**config.mk**
```make
export PLATFORM = sky130hd
export DESIGN_NAME = nibble_add_seq
export DESIGN_NICKNAME = d
export VERILOG_FILES = /design/src/rtl/nibble_add_seq.sv
export SDC_FILE = /design/constraint.sdc
export NUM_CORES = 1
export LEC_CHECK = 0
export CAP_MARGIN = 20
export CORE_MARGIN = 8
export CORE_UTILIZATION = 37
export DETAILED_ROUTE_END_ITERATION = 8
export SYNTH_ARGS = -nofsm -noshare
export SYNTH_HDL_FRONTEND = slang
export SYNTH_SLANG_ARGS = --single-unit
```
**constraint.sdc**
```tcl
create_clock -name clk -period 2 [get_ports clk]
set_clock_uncertainty 0.2 [all_clocks]
set_input_delay 0.5 -clock clk [delete_from_list [all_inputs] [get_ports clk]]
set_output_delay 0.5 -clock clk [all_outputs]
set_load 0.01 [all_outputs]
```
**src/rtl/nibble_add_seq.sv**
```systemverilog
// nibble_add_seq: performs a 4*NIBBLES-bit add by stepping one external 4-bit
// ripple-carry slice through the operands, least significant nibble first.
// The start/busy/done handshake wraps one addition per NIBBLES+2 cycles.
module nibble_add_seq #(
  parameter int unsigned NIBBLES = 4
) (
  input  logic                   clk,
  input  logic                   rst_n,
  input  logic                   start,
  input  logic [4*NIBBLES-1:0]   a,
  input  logic [4*NIBBLES-1:0]   b,
  input  logic                   cin,
  output logic                   busy,
  output logic                   done,
  output logic [4*NIBBLES-1:0]   sum,
  output logic                   cout,
  output logic                   ovf,
  output logic                   add_en,
  output logic [3:0]             add_a,
  output logic [3:0]             add_b,
  output logic                   add_cin,
  input  logic [3:0]             add_s,
  input  logic                   add_cout
);

  localparam int unsigned W    = 4 * NIBBLES;
  localparam int unsigned IdxW = $clog2(NIBBLES);

  typedef enum logic [1:0] {StIdle, StRun, StDone} state_e;

  state_e          state_q;
  logic [IdxW-1:0] idx_q;
  logic            carry_q;
  logic [W-1:0]    op_a_q;
  logic [W-1:0]    op_b_q;
  logic [W-1:0]    acc_q;

  logic [IdxW+1:0] base;
  logic [W-1:0]    acc_merged;
  logic            last;

  // Bit offset of the current nibble and the accumulator with it merged in.
  always_comb begin
    base       = {idx_q, 2'b00};
    acc_merged = acc_q;
    acc_merged[base +: 4] = add_s;
    last       = (idx_q == IdxW'(NIBBLES - 1));
  end

  // Slice drive decoded from registered state only; quiet outside RUN.
  always_comb begin
    add_en  = 1'b0;
    add_a   = 4'h0;
    add_b   = 4'h0;
    add_cin = 1'b0;
    if (state_q == StRun) begin
      add_en  = 1'b1;
      add_a   = op_a_q[base +: 4];
      add_b   = op_b_q[base +: 4];
      add_cin = carry_q;
    end
  end

  // Sequencer FSM with registered handshake and result outputs.
  always_ff @(posedge clk or negedge rst_n) begin
    if (!rst_n) begin
      state_q <= StIdle;
      idx_q   <= '0;
      carry_q <= 1'b0;
      op_a_q  <= '0;
      op_b_q  <= '0;
      acc_q   <= '0;
      busy    <= 1'b0;
      done    <= 1'b0;
      sum     <= '0;
      cout    <= 1'b0;
      ovf     <= 1'b0;
    end else begin
      unique case (state_q)
        StIdle: begin
          if (start) begin
            op_a_q  <= a;
            op_b_q  <= b;
            carry_q <= cin;
            idx_q   <= '0;
            busy    <= 1'b1;
            state_q <= StRun;
          end
        end
        StRun: begin
          acc_q   <= acc_merged;
          carry_q <= add_cout;
          if (last) begin
            // Publish only once the top nibble is in; earlier nibbles never leak out.
            sum     <= acc_merged;
            cout    <= add_cout;
            ovf     <= (op_a_q[W-1] == op_b_q[W-1]) && (add_s[3] != op_a_q[W-1]);
            busy    <= 1'b0;
            done    <= 1'b1;
            state_q <= StDone;
          end else begin
            idx_q <= idx_q + 1'b1;
          end
        end
        StDone: begin
          done    <= 1'b0;
          state_q <= StIdle;
        end
        default: begin
          state_q <= StIdle;
        end
      endcase
    end
  end

endmodule

```
==> results.py, run 1 <==
metrics = {
    "cts": {
        "clk_latency_ns": 0.34,
        "cts-root-buf": "clkbuf_8",
        "cts_tree": "yes",
        "cts_sinks": 73,
        "cts_buffer_depth": 2,
        "path_clk_slew_ns": 0.07,
        "htreeDepth": 3,
        "cts_buffers": 9,
    },
    "grt": {
        "grt_pass1_vias": 2595,
        "grt_use_met2_pct": 20.9,
        "grt-ovfl-total": 0,
        "grt_use_met3_pct": 6.92,
        "grt_first_pass_wirelength_um": 13200,
        "grt_busiest_layer": "met2",
        "antenna_found_initial": 0,
        "grt_max_degree": 36,
        "grt_usage_pct": 13.3,
        "grtUsageMet1_pct": 15.4,
    },
    "place": {
        "numPortBuffers": 70,
        "hpwl_um": 5750,
        "pre_cts_ws_ns": -0.421,
        "finalWeightedCongestion": 0.724,
    },
    "floorplan": {
        "start_util_pct": 37.5,
        "ios": 71,
        "dieArea_sq_um": 12600,
        "rows": 35,
        "core_area_sq_um": 9110,
        "die_w_um": 112,
        "die_y_um": 112,
    },
    "sta": {
        "max_slew_margin_pct": 71.7,
        "max_freq_mhz": 424,
        "tightest_slew_ns": 0.424,
        "setup_ws_ns": -0.361,
        "drv_slew": 0,
        "setup_violations": 8,
        "post-route-min-period_ns": 2.36,
        "finalHoldViolations": 0,
        "rsz0062_at_grt": "true",
        "timing.final.crit_share_pct": 118,
    },
    "yosys": {
        "synth_edf_count": 0,
        "synth.avg_cell_area_sq_um": 13.1,
        "synth_common_cells": "73 x dfrtp_1, 33 x mux2_2, 16 x a32o_1",
        "synth_flop_cell": "dfrtp_1",
        "synth_top_area_cell": "dfrtp_1",
        "synth.cell_area_sq_um": 3420,
        "syn-num-nets": 308,
        "synth_top_area_share_pct": 53.5,
        "synth-seq-cells": 73,
        "netlist_top_cells_area": "dfrtp_1 53%, mux2_2 11%, a32o_1 4.7%",
        "ys_warn_count": 0,
        "yosysSeqAreaShare_pct": 53.5,
        "ys_async_sr_fraction_pct": 100,
        "synth.distinct_cells": 39,
        "yosysMostFrequentCell": "dfrtp_1",
        "netlist_instances": 261,
    },
    "worst_setup_path": {
        "crit_path_max_fanout": 7,
        "critPathSlowestCell": "mux4_2",
        "cpLargestDelayFamily": "multiplexers",
        "crit_path_end_kind": "output port",
        "worst-path-buf-inv": 2,
        "path_class": "flip-flop to output port",
        "crit_path_max_incr_delay_ns": 0.49,
        "crit_chain": "buf_12, mux4_2, and2_4, buf_6",
        "crit_path_start_kind": "flip-flop",
        "worst-r2r-setup-slack_ns": 0,
        "arrival_ns": 1.66,
        "critPathRequiredTime_ns": 1.30,
    },
    "cells_and_area": {
        "fin_nets": 405,
        "area_growth_pct": 39.0,
        "nFillCells": 831,
        "layout-drive-gt1-share_pct": 33.9,
        "fin_util_pct": 52.1,
        "diodes": 0,
    },
    "drt": {
        "routedWlPerCell_um": 16.9,
        "vias_per_cell": 5.16,
        "vias": 2447,
        "ant_nets": 0,
        "wl_um": 8030,
        "dr.first_iter.drc_count": 78,
        "drc_errors": 0,
        "drtPass1Iterations": 5,
    },
    "job": {
        "maxCapViolCount": 0,
    },
    "power_and_ir_drop": {
        "ir_drop_uv": 726,
        "p_leak_nw": 2.08,
        "cellPowerDensity_nw_per_um2": 1630,
    },
    "outcome": {
        "status": "finished, violations left",
        "violations": "setup timing",
    },
    "min_path": {
        "worstHoldPathType": "flip-flop to flip-flop",
    },
}
[cell usage in the layout, fill, tap and decap left out, types with 2 or more instances in the layout]
master / netlist / layout
nor2_1: 14 / 14
clkbuf_8: 0 / 10
ha_1: 6 / 4
and2_4: 0 / 8
a32oi_2: 0 / 4
mux2_2: 33 / 33
clkdlybuf4s50_1: 0 / 50
clkbuf_1: 5 / 3
mux4_2: 2 / 8
ha_4: 0 / 2
inv_1: 8 / 8
buf_12: 0 / 5
buf_4: 1 / 26
buf_2: 5 / 2
and4b_1: 4 / 4
nand2b_1: 5 / 5
a31oi_1: 4 / 4
o21ai_0: 7 / 7
a32o_1: 16 / 16
a21oi_1: 15 / 15
o22a_1: 4 / 4
and3b_2: 1 / 2
nand4_1: 4 / 4
dlymetal6s2s_1: 0 / 9
clkinv_2: 0 / 2
dfrtp_1: 73 / 73
nand2_1: 5 / 5
and2b_1: 2 / 2
nor3b_4: 2 / 2
buf_6: 5 / 11
and2_1: 10 / 2
nor2b_1: 3 / 3
[what timing repair did]
item,in CTS,in global routing
pin swaps,9,4
endpoints found under the setup margin,44,40
gates resized for setup,61,25
buffers inserted,2,2
hold buffers,1,0
endpoints found under the hold margin,29,0
[path summary, 6_finish.rpt]
path | endpoint | start | depth (start not counted)
hold / removal | acc_q[2] | acc_q[2] | 1
hold reg to reg | acc_q[2] | acc_q[2] | 1
max in group asynchronous | op_b_q[7] | rst_n | 3
min in group asynchronous | sum[4] | rst_n | 2
setup reg to reg | acc_q[8] | idx_q[0] | 7
setup / recovery | add_a[2] | idx_q[0] | 4
[layer usage]
metal / wire [um] / share of wire (%)
met3: 730 / 9.1
met5: 0 / 0
met2: 3840 / 48
met1: 3370 / 42
met4: 83 / 1.0
[power breakdown]
group / leakage [nW] / internal [mW] / total (mW) / switching (mW)
Clock: 0.0974 / 0.608 / 1.13 / 0.522
Sequential: 0.887 / 2.20 / 2.58 / 0.380
Combinational: 1.09 / 2.38 / 4.01 / 1.63
[sequential cells by signal (all words and copies together) (netlist names), 2 cells and up]
name and count:
acc_q 16, sum 16, op_b_q 16, op_a_q 16, idx_q 2, state_q 2
[logic make-up (layout without fill, tap and decap cells)]
| kind of cell | count (synthesis) | count (layout) | share of synthesized area [%] |
|---|---|---|---|
| flops | 73 | 73 | 53.5 |
| compound gates | 53 | 53 | 11.4 |
| fa+ha+maj | 6 | 6 | 2.20 |
| buf+inv | 28 | 130 | 4.47 |
| mux | 41 | 41 | 16.8 |
| simple gates | 60 | 60 | 11.6 |
[through the flow]
stage | cell area, sq um | total power [mW] | std cells | hold slack, ns | setup TNS, ns
after floorplan | 3420 | 4.67 | 261 | 0.00441 | 0
after global placement | 4440 | 6.30 | 455 | 0.269 | -10.51
after detailed placement | 4440 | 6.39 | 455 | 0.271 | -11.71
after CTS | 4670 | 7.67 | 473 | 0.292 | -3.12
after global routing | 4750 | 8.27 | 474 | 0.301 | -4.30
final | 4750 | 7.72 | 474 | 0.288 | -2.71
[layout make-up]
| class | instances | area [sq um] | area share [%] |
|---|---|---|---|
| clock inverters | 3 | 40.0 | 0.843 |
| well taps | 111 | 139 | 2.92 |
| repair buffers | 105 | 1060 | 22.3 |
| flip-flops and latches | 73 | 1830 | 38.5 |
| inverters | 9 | 38.8 | 0.817 |
| clock buffers | 13 | 149 | 3.13 |
| multi-input cells | 160 | 1500 | 31.6 |
Note: power is estimated with default switching activity, not from simulation.
==> run 2, diff against run 1 <==
- CORE_MARGIN: 8 -> not set
- CTS_CLUSTER_SIZE: not set -> 10
==> run 2 against run 1 <==
The run ends with DRC, setup timing left; cell area increased by 0.97%; sequential power about the same; sequential share of layout area fell by 0.37 points; clock-buffer cell count is 2 lower; die area fell by 23%; first-iteration DRC count increased by 18%; worst hold slack improved by 0.0042 ns; register-to-register slack better by 0.07 ns; clock power is 25% higher; global-route usage increased by 3.9 points; sequential cell count unchanged; critical path type unchanged; largest cell class unchanged; largest power group unchanged.
==> results.py, run 2 (synthesized netlist as in run 1, its figures left out) <==
metrics = {
    "outcome": {
        "status": "finished, violations left",
        "violations": "DRC, setup timing",
    },
    "grt": {
        "antenna_found_initial": 0,
        "grt-ovfl-total": 0,
        "grt_first_pass_wirelength_um": 12800,
        "grt_max_degree": 51,
        "grt_usage_pct": 17.2,
        "grt_pass1_vias": 2644,
    },
    "cts": {
        "clk_latency_ns": 0.34,
        "htreeDepth": 3,
        "cts_buffers": 9,
        "cts_tree": "yes",
        "cts-root-buf": "clkbuf_8",
        "path_clk_slew_ns": 0.08,
        "cts_buffer_depth": 2,
        "cts_sinks": 73,
    },
    "place": {
        "dpl.cell_count": 446,
        "pre_cts_ws_ns": -0.425,
        "placed_area_sq_um": 4420,
        "hpwl_um": 5160,
        "numPortBuffers": 70,
        "finalWeightedCongestion": 0.720,
    },
    "cells_and_area": {
        "final_cell_mix": "73 x dfrtp_1, 57 x clkdlybuf4s50_1, 33 x mux2_2, 22 x buf_4, 16 x a32o_1",
        "layout.cells.non_filler": 471,
        "final_area_sq_um": 4800,
        "layout-drive-gt1-share_pct": 33.9,
        "diodes": 0,
        "area_growth_pct": 40.4,
        "fin_util_pct": 54.2,
        "mostFrequentLayoutCell": "dfrtp_1",
        "fin_nets": 405,
        "nFillCells": 796,
    },
    "min_path": {
        "whs_path_depth": 1,
        "worstHoldPathType": "flip-flop to flip-flop",
        "worstHoldStart": "acc_q[13]",
        "min_to": "acc_q[13]",
    },
    "worst_setup_path": {
        "crit_path_max_incr_delay_ns": 0.49,
        "reg2regPathDepth": 6,
        "cpLargestDelayFamily": "multiplexers",
        "rr_startpoint": "idx_q[1]",
        "crit_path_end_kind": "output port",
        "crit_chain": "buf_12, mux4_2, and2_1, buf_2",
        "critPathSlowestCell": "mux4_2",
        "crit_path_max_fanout": 8,
        "worst-path-buf-inv": 2,
        "path_class": "flip-flop to output port",
        "regToRegEndpoint": "acc_q[15]",
        "arrival_ns": 1.69,
        "worst-r2r-setup-slack_ns": 0.07,
        "critPathRequiredTime_ns": 1.30,
        "crit_path_start_kind": "flip-flop",
    },
    "sta": {
        "setup_violations": 8,
        "fin_setup_tns_ns": -2.99,
        "rsz0062_at_grt": "true",
        "drv_slew": 0,
        "max_slew_margin_pct": 75.7,
        "tightest_slew_ns": 0.363,
        "setup_ws_ns": -0.388,
        "hold_ws_ns": 0.292,
        "max_freq_mhz": 419,
        "post-route-min-period_ns": 2.39,
        "finalHoldViolations": 0,
        "timing.final.crit_share_pct": 119,
    },
    "floorplan": {
        "start_util_pct": 38.6,
        "rows": 34,
        "dieArea_sq_um": 9620,
        "core_area_sq_um": 8850,
        "die_w_um": 98.1,
        "die_y_um": 98.1,
        "ios": 71,
    },
    "drt": {
        "vias": 2470,
        "drc_errors": 6,
        "ant_nets": 0,
        "vias_per_cell": 5.24,
        "wl_um": 7510,
        "dr.first_iter.drc_count": 92,
        "drtPass1Iterations": 6,
        "routedWlPerCell_um": 16.0,
    },
    "power_and_ir_drop": {
        "p_leak_nw": 2.04,
        "ir_drop_uv": 760,
        "cellPowerDensity_nw_per_um2": 1690,
        "p_total_mw": 8.10,
    },
    "job": {
        "maxCapViolCount": 0,
    },
}
## run 2: changes by cell type in the layout (fill, tap and decap cells not counted), moves of 2 or more
cell and delta:
buf_6 +3, clkdlybuf4s50_1 +7, a32oi_1 +4, clkbuf_1 -2, buf_4 -4, bufinv_16 +2, dlymetal6s2s_1 -7, clkinvlp_4 +2
a32oi_2 -4
## run 2: cell type report
type                            count  area [sq um]  share of cell area, %
Clock inverter                      5           103                   2.14
Timing Repair Buffer              105          1070                   22.4
Inverter                            9          45.0                  0.939
Tap cell                          108           135                   2.82
Multi-Input combinational cell    160          1470                   30.7
Clock buffer                       11           141                   2.95
Sequential cell                    73          1830                   38.1
## run 2: repair_timing
action / CTS / global route
hold endpoints to repair: 23 / 0
setup endpoints to repair: 12 / 45
setup buffers: 7 / 4
pin swaps: 20 / 3
hold buffers: 1 / 0
resized for setup: 72 / 9
## run 2: layer usage
| layer | vias up | wire, um | GRT usage (%) |
|---|---|---|---|
| met5 | - | 0 | 0 |
| met4 | 0 | 79 | 6.64 |
| met3 | 9 | 418 | 4.01 |
| met2 | 67 | 3700 | 28.4 |
| met1 | 1234 | 3320 | 21.9 |
| li1 | 1160 | - | - |
## run 2: how the worst max path moves through the flow
stage / from / end / slack [ns] / cells after the start
after floorplan: idx_q[1] / acc_q[10] / 0.006 / 6
after global placement: idx_q[0] / add_b[3] / -0.41 / 4
after detailed placement: idx_q[0] / add_b[3] / -0.43 / 4
after CTS: idx_q[0] / add_b[1] / -0.40 / 5
after global routing: idx_q[0] / add_a[0] / -0.46 / 4
final: idx_q[0] / add_a[0] / -0.39 / 4
## run 2: where the power goes
group | internal [mW] | leakage (nW) | total (mW) | switching, mW
Sequential | 2.20 | 0.887 | 2.59 | 0.396
Combinational | 2.47 | 1.04 | 4.10 | 1.63
Clock | 0.861 | 0.120 | 1.41 | 0.544
==> run 3, diff against run 2 <==
- CAP_MARGIN: 20 -> not set
==> results of run 3 <==
No change in the layout: final DEF, timing and power equal those of run 2.
